--- src/rtl/pulse_sequencer.sv ---
// Instruction-driven digital pulse sequencer: fetches words from external memory, drives channel
// flags for programmed durations, and supports nested loops, jumps and trigger waits.
module pulse_sequencer #(
    parameter int unsigned CHANNELS   = 24,
    parameter int unsigned ADDR_W     = 15,
    parameter int unsigned DATA_W     = 20,
    parameter int unsigned TIME_W     = 32,
    parameter int unsigned LOOP_DEPTH = 4
) (
    input  logic                                 clk,
    input  logic                                 reset,
    input  logic                                 start,
    input  logic                                 abort,
    input  logic                                 trigger,
    input  logic [CHANNELS+4+DATA_W+TIME_W-1:0]  instr_word,
    output logic [ADDR_W-1:0]                    mem_addr,
    output logic [CHANNELS-1:0]                  channels,
    output logic                                 busy,
    output logic                                 done,
    output logic                                 error,
    output logic [3:0]                           loop_level
);

    localparam int unsigned IW    = CHANNELS + 4 + DATA_W + TIME_W;
    localparam logic [3:0]  Depth = 4'(LOOP_DEPTH);

    localparam logic [3:0] OpStop      = 4'd1;
    localparam logic [3:0] OpLoopStart = 4'd2;
    localparam logic [3:0] OpLoopEnd   = 4'd3;
    localparam logic [3:0] OpWaitTrig  = 4'd4;
    localparam logic [3:0] OpJump      = 4'd5;

    typedef enum logic [2:0] {
        StIdle, StFetch, StDecode, StHold, StWaitTrig, StDone, StError
    } state_e;

    state_e              state_q;
    logic [TIME_W-1:0]   hold_cnt_q;
    logic [ADDR_W-1:0]   next_addr_q;
    logic                stop_q;
    logic                trig_prev_q;
    logic [3:0]          sp_q;
    logic [ADDR_W-1:0]   ret_q [8];
    logic [DATA_W-1:0]   cnt_q [8];

    logic [CHANNELS-1:0] flags;
    logic [3:0]          opcode;
    logic [DATA_W-1:0]   data;
    logic [TIME_W-1:0]   time_arg;
    logic [TIME_W-1:0]   dur;
    logic [DATA_W-1:0]   loop_cnt;
    logic [ADDR_W-1:0]   addr_inc;
    logic [2:0]          top;
    logic                trig_edge;

    assign flags     = instr_word[IW-1 -: CHANNELS];
    assign opcode    = instr_word[DATA_W+TIME_W +: 4];
    assign data      = instr_word[TIME_W +: DATA_W];
    assign time_arg  = instr_word[TIME_W-1:0];
    assign dur       = (time_arg < TIME_W'(2)) ? TIME_W'(2) : time_arg;
    assign loop_cnt  = (data == '0) ? DATA_W'(1) : data;
    assign addr_inc  = mem_addr + ADDR_W'(1);
    assign top       = 3'(sp_q - 4'd1);
    assign trig_edge = trigger && !trig_prev_q;

    assign busy       = (state_q != StIdle) && (state_q != StDone) && (state_q != StError);
    assign done       = (state_q == StDone);
    assign error      = (state_q == StError);
    assign loop_level = sp_q;

    always_ff @(posedge clk) begin
        trig_prev_q <= trigger;
        if (reset) begin
            state_q     <= StIdle;
            mem_addr    <= '0;
            channels    <= '0;
            sp_q        <= '0;
            hold_cnt_q  <= '0;
            next_addr_q <= '0;
            stop_q      <= 1'b0;
        end else begin
            case (state_q)
                StIdle, StDone: begin
                    if (start && abort) begin
                        state_q  <= StIdle;
                        channels <= '0;
                    end else if (start) begin
                        state_q  <= StFetch;
                        mem_addr <= '0;
                        sp_q     <= '0;
                    end
                end
                StError: ;
                default: begin
                    if (abort) begin
                        state_q  <= StIdle;
                        channels <= '0;
                        sp_q     <= '0;
                    end else begin
                        case (state_q)
                            StFetch: state_q <= StDecode;
                            StDecode: begin
                                case (opcode)
                                    OpStop: begin
                                        // STOP holds the full T cycles in HOLD, no trailing fetch.
                                        channels   <= flags;
                                        stop_q     <= 1'b1;
                                        hold_cnt_q <= dur;
                                        state_q    <= StHold;
                                    end
                                    OpLoopStart: begin
                                        if (sp_q == Depth) begin
                                            state_q  <= StError;
                                            channels <= '0;
                                        end else begin
                                            ret_q[sp_q[2:0]] <= addr_inc;
                                            cnt_q[sp_q[2:0]] <= loop_cnt;
                                            sp_q             <= sp_q + 4'd1;
                                            mem_addr         <= addr_inc;
                                            state_q          <= StFetch;
                                        end
                                    end
                                    OpLoopEnd: begin
                                        if (sp_q == 4'd0) begin
                                            state_q  <= StError;
                                            channels <= '0;
                                        end else if (cnt_q[top] > DATA_W'(1)) begin
                                            cnt_q[top] <= cnt_q[top] - DATA_W'(1);
                                            mem_addr   <= ret_q[top];
                                            state_q    <= StFetch;
                                        end else begin
                                            sp_q     <= sp_q - 4'd1;
                                            mem_addr <= addr_inc;
                                            state_q  <= StFetch;
                                        end
                                    end
                                    OpJump: begin
                                        mem_addr <= data[ADDR_W-1:0];
                                        state_q  <= StFetch;
                                    end
                                    OpWaitTrig: begin
                                        // Prefetch now so a T=2 edge can go straight to DECODE.
                                        channels    <= flags;
                                        stop_q      <= 1'b0;
                                        mem_addr    <= addr_inc;
                                        next_addr_q <= addr_inc;
                                        hold_cnt_q  <= dur;
                                        state_q     <= StWaitTrig;
                                    end
                                    default: begin
                                        channels    <= flags;
                                        stop_q      <= 1'b0;
                                        next_addr_q <= addr_inc;
                                        if (dur == TIME_W'(2)) begin
                                            mem_addr <= addr_inc;
                                            state_q  <= StFetch;
                                        end else begin
                                            hold_cnt_q <= dur - TIME_W'(2);
                                            state_q    <= StHold;
                                        end
                                    end
                                endcase
                            end
                            StHold: begin
                                if (hold_cnt_q <= TIME_W'(1)) begin
                                    if (stop_q) begin
                                        state_q <= StDone;
                                    end else begin
                                        mem_addr <= next_addr_q;
                                        state_q  <= StFetch;
                                    end
                                end else begin
                                    hold_cnt_q <= hold_cnt_q - TIME_W'(1);
                                end
                            end
                            StWaitTrig: begin
                                // The edge cycle is the first of the word's T cycles.
                                if (trig_edge) begin
                                    if (hold_cnt_q == TIME_W'(2)) begin
                                        state_q <= StDecode;
                                    end else if (hold_cnt_q == TIME_W'(3)) begin
                                        state_q <= StFetch;
                                    end else begin
                                        hold_cnt_q <= hold_cnt_q - TIME_W'(3);
                                        state_q    <= StHold;
                                    end
                                end
                            end
                            default: ;
                        endcase
                    end
                end
            endcase
        end
    end

endmodule
--- config.mk ---
export PLATFORM = sky130hd
export DESIGN_NAME = pulse_sequencer
export DESIGN_NICKNAME = d
export VERILOG_FILES = /design/src/rtl/pulse_sequencer.sv
export SDC_FILE = /design/constraint.sdc
export NUM_CORES = 1
export LEC_CHECK = 0
export BUFFER_PORTS_ARGS = -buffer_cell sky130_fd_sc_hd__buf_2
export CAP_MARGIN = 40
export CORE_ASPECT_RATIO = 0.9
export CORE_MARGIN = 1.5
export CORE_UTILIZATION = 50
export DETAILED_ROUTE_END_ITERATION = 10
export PLACE_DENSITY = 0.75
export SYNTH_ARGS = -nofsm -noshare
export SYNTH_HDL_FRONTEND = slang
export SYNTH_SLANG_ARGS = --single-unit
--- constraint.sdc ---
create_clock -name clk -period 12.15 [get_ports clk]
set_clock_uncertainty 0.05 [all_clocks]
set_input_delay 0.6075 -clock clk [delete_from_list [all_inputs] [get_ports clk]]
set_output_delay 0.6075 -clock clk [all_outputs]
set_load 0.05 [all_outputs]
==> metrics.yaml, run 1 <==
global_routing:
  grt.total_usage_pct: 25.3
  grt_start_max_net_pins: 68
  grt_pass1_wl_mm: 74.6
  grt-ovfl-total: 0
  grt_pass1_vias: 13100
  antenna_found_initial: 1
status:
  run_status: "finished clean"
worst_hold_path:
  hold_start: "trigger"
  hp-class: "in -> reg"
synth:
  synth_top_family_by_area: "simple AND/OR/NAND/NOR gates"
  synth_edf_count: 280
  synth_commonest_cells: "280 x edfxtp_1, 143 x nor2_1, 140 x nand2_1, 96 x a21oi_1, 95 x dfxtp_1"
  ys_warn_count: 0
  synth_area_um2: 18500
  synth-main-ff-cell: "edfxtp_1"
  syn_inst: 1583
  synth_compound_area_share_pct: 13.2
  synth_top_area_share_pct: 45.4
  yosysMostFrequentCell: "edfxtp_1"
  synthXorXnorAreaFrac_pct: 2.93
  synth_mux_area_share_pct: 10.3
  synth_top_area_cell: "edfxtp_1"
  synthesis.nets: 1678
  synthArstFlopShare_pct: 0
  synth_cell_types: 85
  yosys.area_share.adder_pct: 0.676
  synth.area.top_cells: "edfxtp_1 45%, dfxtp_1 10%, mux4_2 8.8%"
  synthSimpleGateAreaFrac_pct: 14.3
  synth.avg_cell_area_um2: 11.7
  ys_seq_area_share_pct: 55.7
  ys_ff_latch: 375
power:
  ir_worst_vdd_v: 0.000118
  swShare_pct: 23.7
  p_switching_mw: 0.663
  p_clk_share_pct: 42.3
  cellLeakagePower_nw: 7.42
  p_per_area_nw_per_um2: 134
  p_int_mw: 2.14
  comb_power_share_pct: 8.1
  p_seq_share_pct: 49.6
route:
  final_antenna_net_count: 0
  wl_per_cell_um: 22.4
  drc_errors: 0
  vias: 14000
  drt-initial-drc-count: 1590
  dr.pass1.iters: 6
  wl_mm: 48.9
  viasPerCell: 6.40
sta:
  fmax_mhz: 165
  max-slew-margin-rel_pct: 32.4
  final_hold_viol_count: 0
  fin_tns_setup_ns: 0
  rsz0062_at_grt: "false"
  worst_slew_pin_slew_ns: 1.01
  fin_crit_sh_pct: 49.7
  final_max_slew_viol_count: 0
  min_period_ns: 6.04
  worst_hold_slack_ns: 0.129
  setup_violations: 0
critical_path:
  critPathSlowestCell: "dfxtp_4"
  crit_family: "simple AND/OR/NAND/NOR gates"
  critPathMaxFanout: 67
  cp-startpoint: "loop_level[0]$_SDFFE_PP0P_"
  crit_type: "reg -> reg"
  cp.depth: 12
  cp_num_buf_inv: 3
  crit_top_cell: "buf_4"
  rr_startpoint: "loop_level[0]$_SDFFE_PP0P_"
  cp_slowest_stage_delay_ns: 0.79
  cp-endpoint: "cnt_q[0][0]$_DFFE_PP_"
  reg2reg_slack_ns: 6.11
  r2r-end: "cnt_q[0][0]$_DFFE_PP_"
  setup.worst_path.end_class: "register"
  worstRegToRegCells: 12
  crit_path_start_kind: "register"
  path_cells: "inv_1 -> ha_4 -> buf_4 -> or3_1 -> o31ai_1 -> mux4_2 -> o2111a_1 -> and4b_1 -> nor3_1 -> mux2_2 -> nor2_2 -> buf_4"
  arrival_ns: 6.24
  required_ns: 12.34
cells_and_area:
  diodes: 0
  postLayoutCoreUtil_pct: 57.6
  drive_gt1_share_pct: 20.3
  synthToLayoutAreaGrowth_pct: 13.1
  fin_nets: 1777
  final_cells: 2188
clock_tree:
  cts_max_path_buffers: 3
  ctsHoldBuffers: 0
  cts_setup_buffers: 0
  cts.sinks: 375
  clk_pin_slew_ns: 0.07
  cts-resized-gates: 0
  clock_latency_ns: 0.55
  htreeDepth: 2
  cts_tree: "done"
  cts_buffers: 38
  cts-root-buf: "clkbuf_16"
placed_design:
  globalplace.congestion: 0.934
  hpwl_mm: 31.9
  io_buffers: 130
  dp_cells: 2118
floorplanning:
  die_area_um2: 38200
  fp.dieW_um: 206
  core_um2: 36300
  io_pins: 131
  start_util_pct: 51.0
  die_h_um: 186
  rows: 66
run:
  drv_cap: 0
logic make-up after synthesis:
group | count (synthesis)
AO/OA/AOI/OAI | 365
XOR/XNOR | 61
adder cells (fa/ha/maj) | 10
buffers and inverters | 129
flip-flops | 375
multiplexers | 100
AND/OR/NAND/NOR | 543
routing by layer:
layer / wire [um] / GRT usage (%) / vias up
li1: - / - / 6335
met1: 20400 / 36.0 / 6866
met2: 22700 / 39.4 / 696
met3: 4290 / 3.92 / 102
met4: 1440 / 9.45 / 2
met5: 8 / 0 / -
through the flow:
stage / total power [mW] / setup slack [ns] / cell area, um^2
floorplan: 1.56 / 6.12 / 18500
global placement: 1.63 / 6.35 / 19600
detailed placement: 1.64 / 6.15 / 19700
CTS: 2.81 / 6.13 / 20900
global route: 2.89 / 5.84 / 20900
finish: 2.80 / 6.11 / 20900
layout by cell type, fill, tap and decap left out, types with 12 or more instances in the layout:
cell type,count
and2_1,12
a211oi_1,23
buf_2,130
inv_1,22
nor4_1,25
or3_1,18
edfxtp_1,280
xor2_1,27
mux4_2,72
dfxtp_1,94
a21oi_1,96
mux2i_1,25
nor3_1,67
a2111oi_0,14
o21ai_0,74
nor2b_1,17
a22o_1,17
clkbuf_16,38
xnor2_1,32
and3_1,12
nand2_1,140
nand3_1,42
a22oi_1,16
nor2_1,134
o31ai_1,19
buf_4,30
power groups by stage:
stage	logic (mW)	registers, mW	clock network (mW)
after global placement	0.212	1.42	0
after detailed placement	0.220	1.42	0
after global routing	0.246	1.39	1.25
after CTS	0.221	1.39	1.20
after floorplan	0.143	1.42	0
final	0.227	1.39	1.19
worst min path at each step:
stage | to | slack [ns] | cells past startpoint
2_1_floorplan | next_addr_q[2]$_SDFFE_PP0P_ | 0.40 | 1
3_3_place_gp | channels[23]$_SDFFE_PP0P_ | 0.39 | 2
3_5_place_dp | channels[23]$_SDFFE_PP0P_ | 0.39 | 2
4_1_cts | trig_prev_q$_DFF_P_ | 0.10 | 1
5_1_grt | trig_prev_q$_DFF_P_ | 0.11 | 1
6_report | trig_prev_q$_DFF_P_ | 0.13 | 1
cell type report:
cell class / count / area (um^2)
clock buffers: 44 / 973
clock inverters: 26 / 287
fillers: 2972 / 15400
inverters: 23 / 86.3
multi-input cells: 1079 / 7740
flip-flops and latches: 375 / 10300
well taps: 476 / 596
repair buffers: 165 / 943
sequential cells by signal, summed over array words and instances, names as in the netlist:
| name | flops |
|---|---|
| channels | 24 |
| cnt_q | 160 |
| hold_cnt_q | 32 |
| loop_level | 4 |
| mem_addr | 15 |
| next_addr_q | 15 |
| ret_q | 120 |
| state_q | 3 |
| stop_q | 1 |
| trig_prev_q | 1 |
Note: power is estimated with default switching activity, not from simulation.
==> run 2, diff against run 1 <==
--- a/config.mk
+++ b/config.mk
@@ -5,13 +5,14 @@
 export SDC_FILE = /design/constraint.sdc
 export NUM_CORES = 1
 export LEC_CHECK = 0
+export ABC_AREA = 1
 export BUFFER_PORTS_ARGS = -buffer_cell sky130_fd_sc_hd__buf_2
 export CAP_MARGIN = 40
 export CORE_ASPECT_RATIO = 0.9
 export CORE_MARGIN = 1.5
 export CORE_UTILIZATION = 50
 export DETAILED_ROUTE_END_ITERATION = 10
-export PLACE_DENSITY = 0.75
+export PLACE_DENSITY = 0.77
 export SYNTH_ARGS = -nofsm -noshare
 export SYNTH_HDL_FRONTEND = slang
 export SYNTH_SLANG_ARGS = --single-unit
==> constraint.sdc (replaced) <==
create_clock -name clk -period 5.5 [get_ports clk]
set_clock_uncertainty 0.05 [all_clocks]
set_input_delay 0.275 -clock clk [delete_from_list [all_inputs] [get_ports clk]]
set_output_delay 0.275 -clock clk [all_outputs]
set_load 0.05 [all_outputs]
==> run 2 against run 1 <==
Combinational power grew to 27 times the previous value. Sequential power grew 140%. First-iteration DRC count is 42% higher. Worst setup slack got worse by 5.5 ns. Hold slack got worse by 0.091 ns. Die area increased by 7.5%. Register-to-register slack worse by 5.5 ns. Largest cell class unchanged. Sequential share of layout area decreased by 3.8 points. Global-route usage increased by 3.2 points.
==> metrics.yaml, run 2 <==
status:
  run_status: "finished clean"
clock_tree:
  cts_setup_buffers: 0  # unchanged
  clk_pin_slew_ns: 0.06  # about the same
  cts_tree: "done"
  clock_latency_ns: 0.55  # about the same
  cts.sinks: 375  # unchanged
  htreeDepth: 2  # unchanged
  cts-root-buf: "clkbuf_16"
  cts_buffers: 37  # -2.6%
  cts_max_path_buffers: 3  # unchanged
synth:
  synth_area_um2: 19900  # +7.7%
  ys_seq_area_share_pct: 51.7  # -4.0 points
  synth_top_area_cell: "edfxtp_1"
  synth.avg_cell_area_um2: 8.01  # -32%
  syn_inst: 2489  # +57%
  ys_ff_latch: 375  # unchanged
  yosysMostFrequentCell: "nand2_1"
  synth-main-ff-cell: "edfxtp_1"
  synth_top_area_share_pct: 42.2  # -3.2 points
  synth_commonest_cells: "529 x nand2_1, 352 x nor2_1, 299 x inv_1, 280 x edfxtp_1, 242 x nand3_1"
  ys_warn_count: 0  # unchanged
  synth.area.top_cells: "edfxtp_1 42%, nand2_1 10%, dfxtp_1 9.5%"
  synthArstFlopShare_pct: 0  # unchanged
  synthesis.nets: 2584  # +54%
  synth_edf_count: 280  # unchanged
  synth_cell_types: 52  # -39%
cells_and_area:
  largest_reg_flops: 160  # unchanged
  multi_input_area_um2: 8080  # +4.4%
  layout_commonest_cell: "nand2_1"
  fillers: 3442  # +16%
  synthToLayoutAreaGrowth_pct: 13.8
  fin_nets: 2709  # +52%
  layout_common_cells: "529 x nand2_1, 344 x nor2_1, 298 x inv_1"
  regMostFlops: "cnt_q"
  diodes: 0  # unchanged
  drive_gt1_share_pct: 10.2  # -10 points
  ff_latch_area_um2: 10300  # unchanged
sta:
  fmax_mhz: 204  # +23%
  max-slew-margin-rel_pct: 35.5  # +3.1 points
  setup_violations: 0  # unchanged
  fin_tns_setup_ns: 0  # unchanged
  fin_crit_sh_pct: 89.2  # +39 points
  worst_slew_pin_slew_ns: 0.967  # -0.0380 ns
  rsz0062_at_grt: "false"
  min_period_ns: 4.91  # -1.14 ns
  final_max_slew_viol_count: 0  # unchanged
  final_hold_viol_count: 0  # unchanged
  worst_hold_slack_ns: 0.0380  # -0.0909 ns
critical_path:
  r2r-end: "cnt_q[7][15]$_DFFE_PP_"
  required_ns: 5.67  # -6.67 ns
  cp.depth: 17  # +5
  cp-startpoint: "loop_level[1]$_SDFFE_PP0P_"
  reg2reg_slack_ns: 0.59  # -5.51 ns
  setup.worst_path.end_class: "register"
  rr_startpoint: "loop_level[1]$_SDFFE_PP0P_"
  cp-endpoint: "cnt_q[7][15]$_DFFE_PP_"
  worstRegToRegCells: 17  # +5
  critPathSlowestCell: "dfxtp_1"
  arrival_ns: 5.08  # -1.16 ns
  crit_path_start_kind: "register"
  crit_top_cell: "nand2_1"
  cp_num_buf_inv: 4  # +1
  path_cells: "inv_2 -> ha_2 -> xor2_4 -> nand2_1 -> o21ai_1 -> inv_1 -> ha_1 -> nand3_2 -> nor2_4 -> nand2_2 -> nand4_4 -> inv_2 -> nand2_1 -> nand2_1 -> nand2_1 -> nor2_2 -> buf_4"
  crit_type: "reg -> reg"
  crit_family: "simple AND/OR/NAND/NOR gates"
  cp_slowest_stage_delay_ns: 0.64  # -0.15 ns
  critPathMaxFanout: 23  # -66%
placed_design:
  hpwl_mm: 40.6  # +28%
  io_buffers: 130  # unchanged
  globalplace.congestion: 1.00  # +7.5%
route:
  viasPerCell: 5.77  # -9.8%
  vias: 18300  # +31%
  dr.pass1.iters: 8  # +2
  highest_layer: "met4"
  wl_per_cell_um: 18.6  # -17%
  drc_errors: 0  # unchanged
  drt-initial-drc-count: 2262  # +42%
  met1_length_mm: 24.7  # +21%
  wl_met3_mm: 6.85  # +60%
  wl_mm: 59.1  # +21%
  wl_met2_mm: 25.9  # +14%
  final_antenna_net_count: 0  # unchanged
floorplanning:
  io_pins: 131  # unchanged
  fp.dieW_um: 213  # +3.7%
  die_area_um2: 41100  # +7.5%
  start_util_pct: 50.6  # -0.33 points
  die_h_um: 192  # +3.7%
  rows: 69  # +4.5%
  core_um2: 39400  # +8.3%
worst_hold_path:
  hp-class: "in -> reg"
global_routing:
  grt_start_max_net_pins: 151  # +120%
  grt_pass1_vias: 16700  # +27%
  grt_pass1_wl_mm: 90.8  # +22%
  antenna_found_initial: 0  # -1
  grt.total_usage_pct: 28.6  # +3.2 points
  grt-ovfl-total: 0  # unchanged
power:
  ir_worst_vdd_v: 0.000492  # +320%
  power_mw: 11.9  # +330%
  cellLeakagePower_nw: 9.81  # +32%
  p_per_area_nw_per_um2: 526  # +290%
run:
  drv_cap: 0  # unchanged
## run 2: cell types whose count changed in the layout (fill, tap and decap cells not counted), moves of 23 or more
cell           change
nor3_1            -33
dlygate4sd3_1     +24
nand2_1          +389
mux4_2            -72
o21ai_0          +139
nor2_1           +210
nand3_1          +199
mux2i_1           -24
o21ai_1           +23
inv_1            +276
## run 2: cells by family after synthesis
family / Yosys count / synth area share, %
AND/OR/NAND/NOR: 1219 / 25.6
AO/OA/AOI/OAI: 426 / 11.7
buffers and inverters: 414 / 8.32
flip-flops: 375 / 51.7
XOR/XNOR: 44 / 2.01
adder cells (fa/ha/maj): 10 / 0.628
multiplexers: 1 / 0.0502
## run 2: worst min-delay path, stage by stage
cell and delay [ns]:
buf_2 0.10, nand3_1 0.12, a21oi_1 0.08
## run 2: metal layers
layer,GRT usage [%],up-vias
met5,0,-
met4,9.32,0
met3,6.62,122
met2,43.5,1107
met1,40.2,8548
li1,-,8550
## run 2: worst min-delay path by stage
stage,cells past startpoint,endpoint,slack (ns),startpoint
after floorplan,0,trig_prev_q$_DFF_P_,0.25,trigger
after global placement,1,trig_prev_q$_DFF_P_,0.34,trigger
after detailed placement,1,trig_prev_q$_DFF_P_,0.34,trigger
after CTS,3,channels[14]$_SDFFE_PP0P_,0.007,instr_word[70]
after global routing,3,channels[14]$_SDFFE_PP0P_,0.03,instr_word[70]
final,3,channels[14]$_SDFFE_PP0P_,0.04,instr_word[70]
## run 2: layout make-up
type | count | area share, %
sequential | 375 | 45.5
multi-input combinational | 1700 | 35.6
timing repair buffer | 193 | 5.48
inverter | 307 | 5.09
clock buffer | 50 | 4.48
tap | 532 | 2.93
clock inverter | 18 | 0.899
## run 2: power breakdown
group,leakage [nW],total (mW),switching (mW),internal (mW)
sequential,3.44,3.32,0.146,3.17
combinational,5.80,6.02,4.33,1.69
clock,0.580,2.59,1.10,1.50
## run 2: per-stage QoR
stage / utilization (%) / std cells / cell area [um^2] / setup WS, ns
detailed placement: 53.9 / 3082 / 21200 / 0.688
CTS: 57.6 / 3174 / 22700 / 0.659
global placement: 53.6 / 3074 / 21100 / 0.841
global route: 57.6 / 3175 / 22700 / 0.300
finish: 57.6 / 3175 / 22700 / 0.592
floorplan: - / 2489 / 19900 / 0.204
## run 2: repair_timing
action,CTS,global route
endpoints found under the hold margin,24,0
gates resized for setup,0,0
hold buffers,24,0
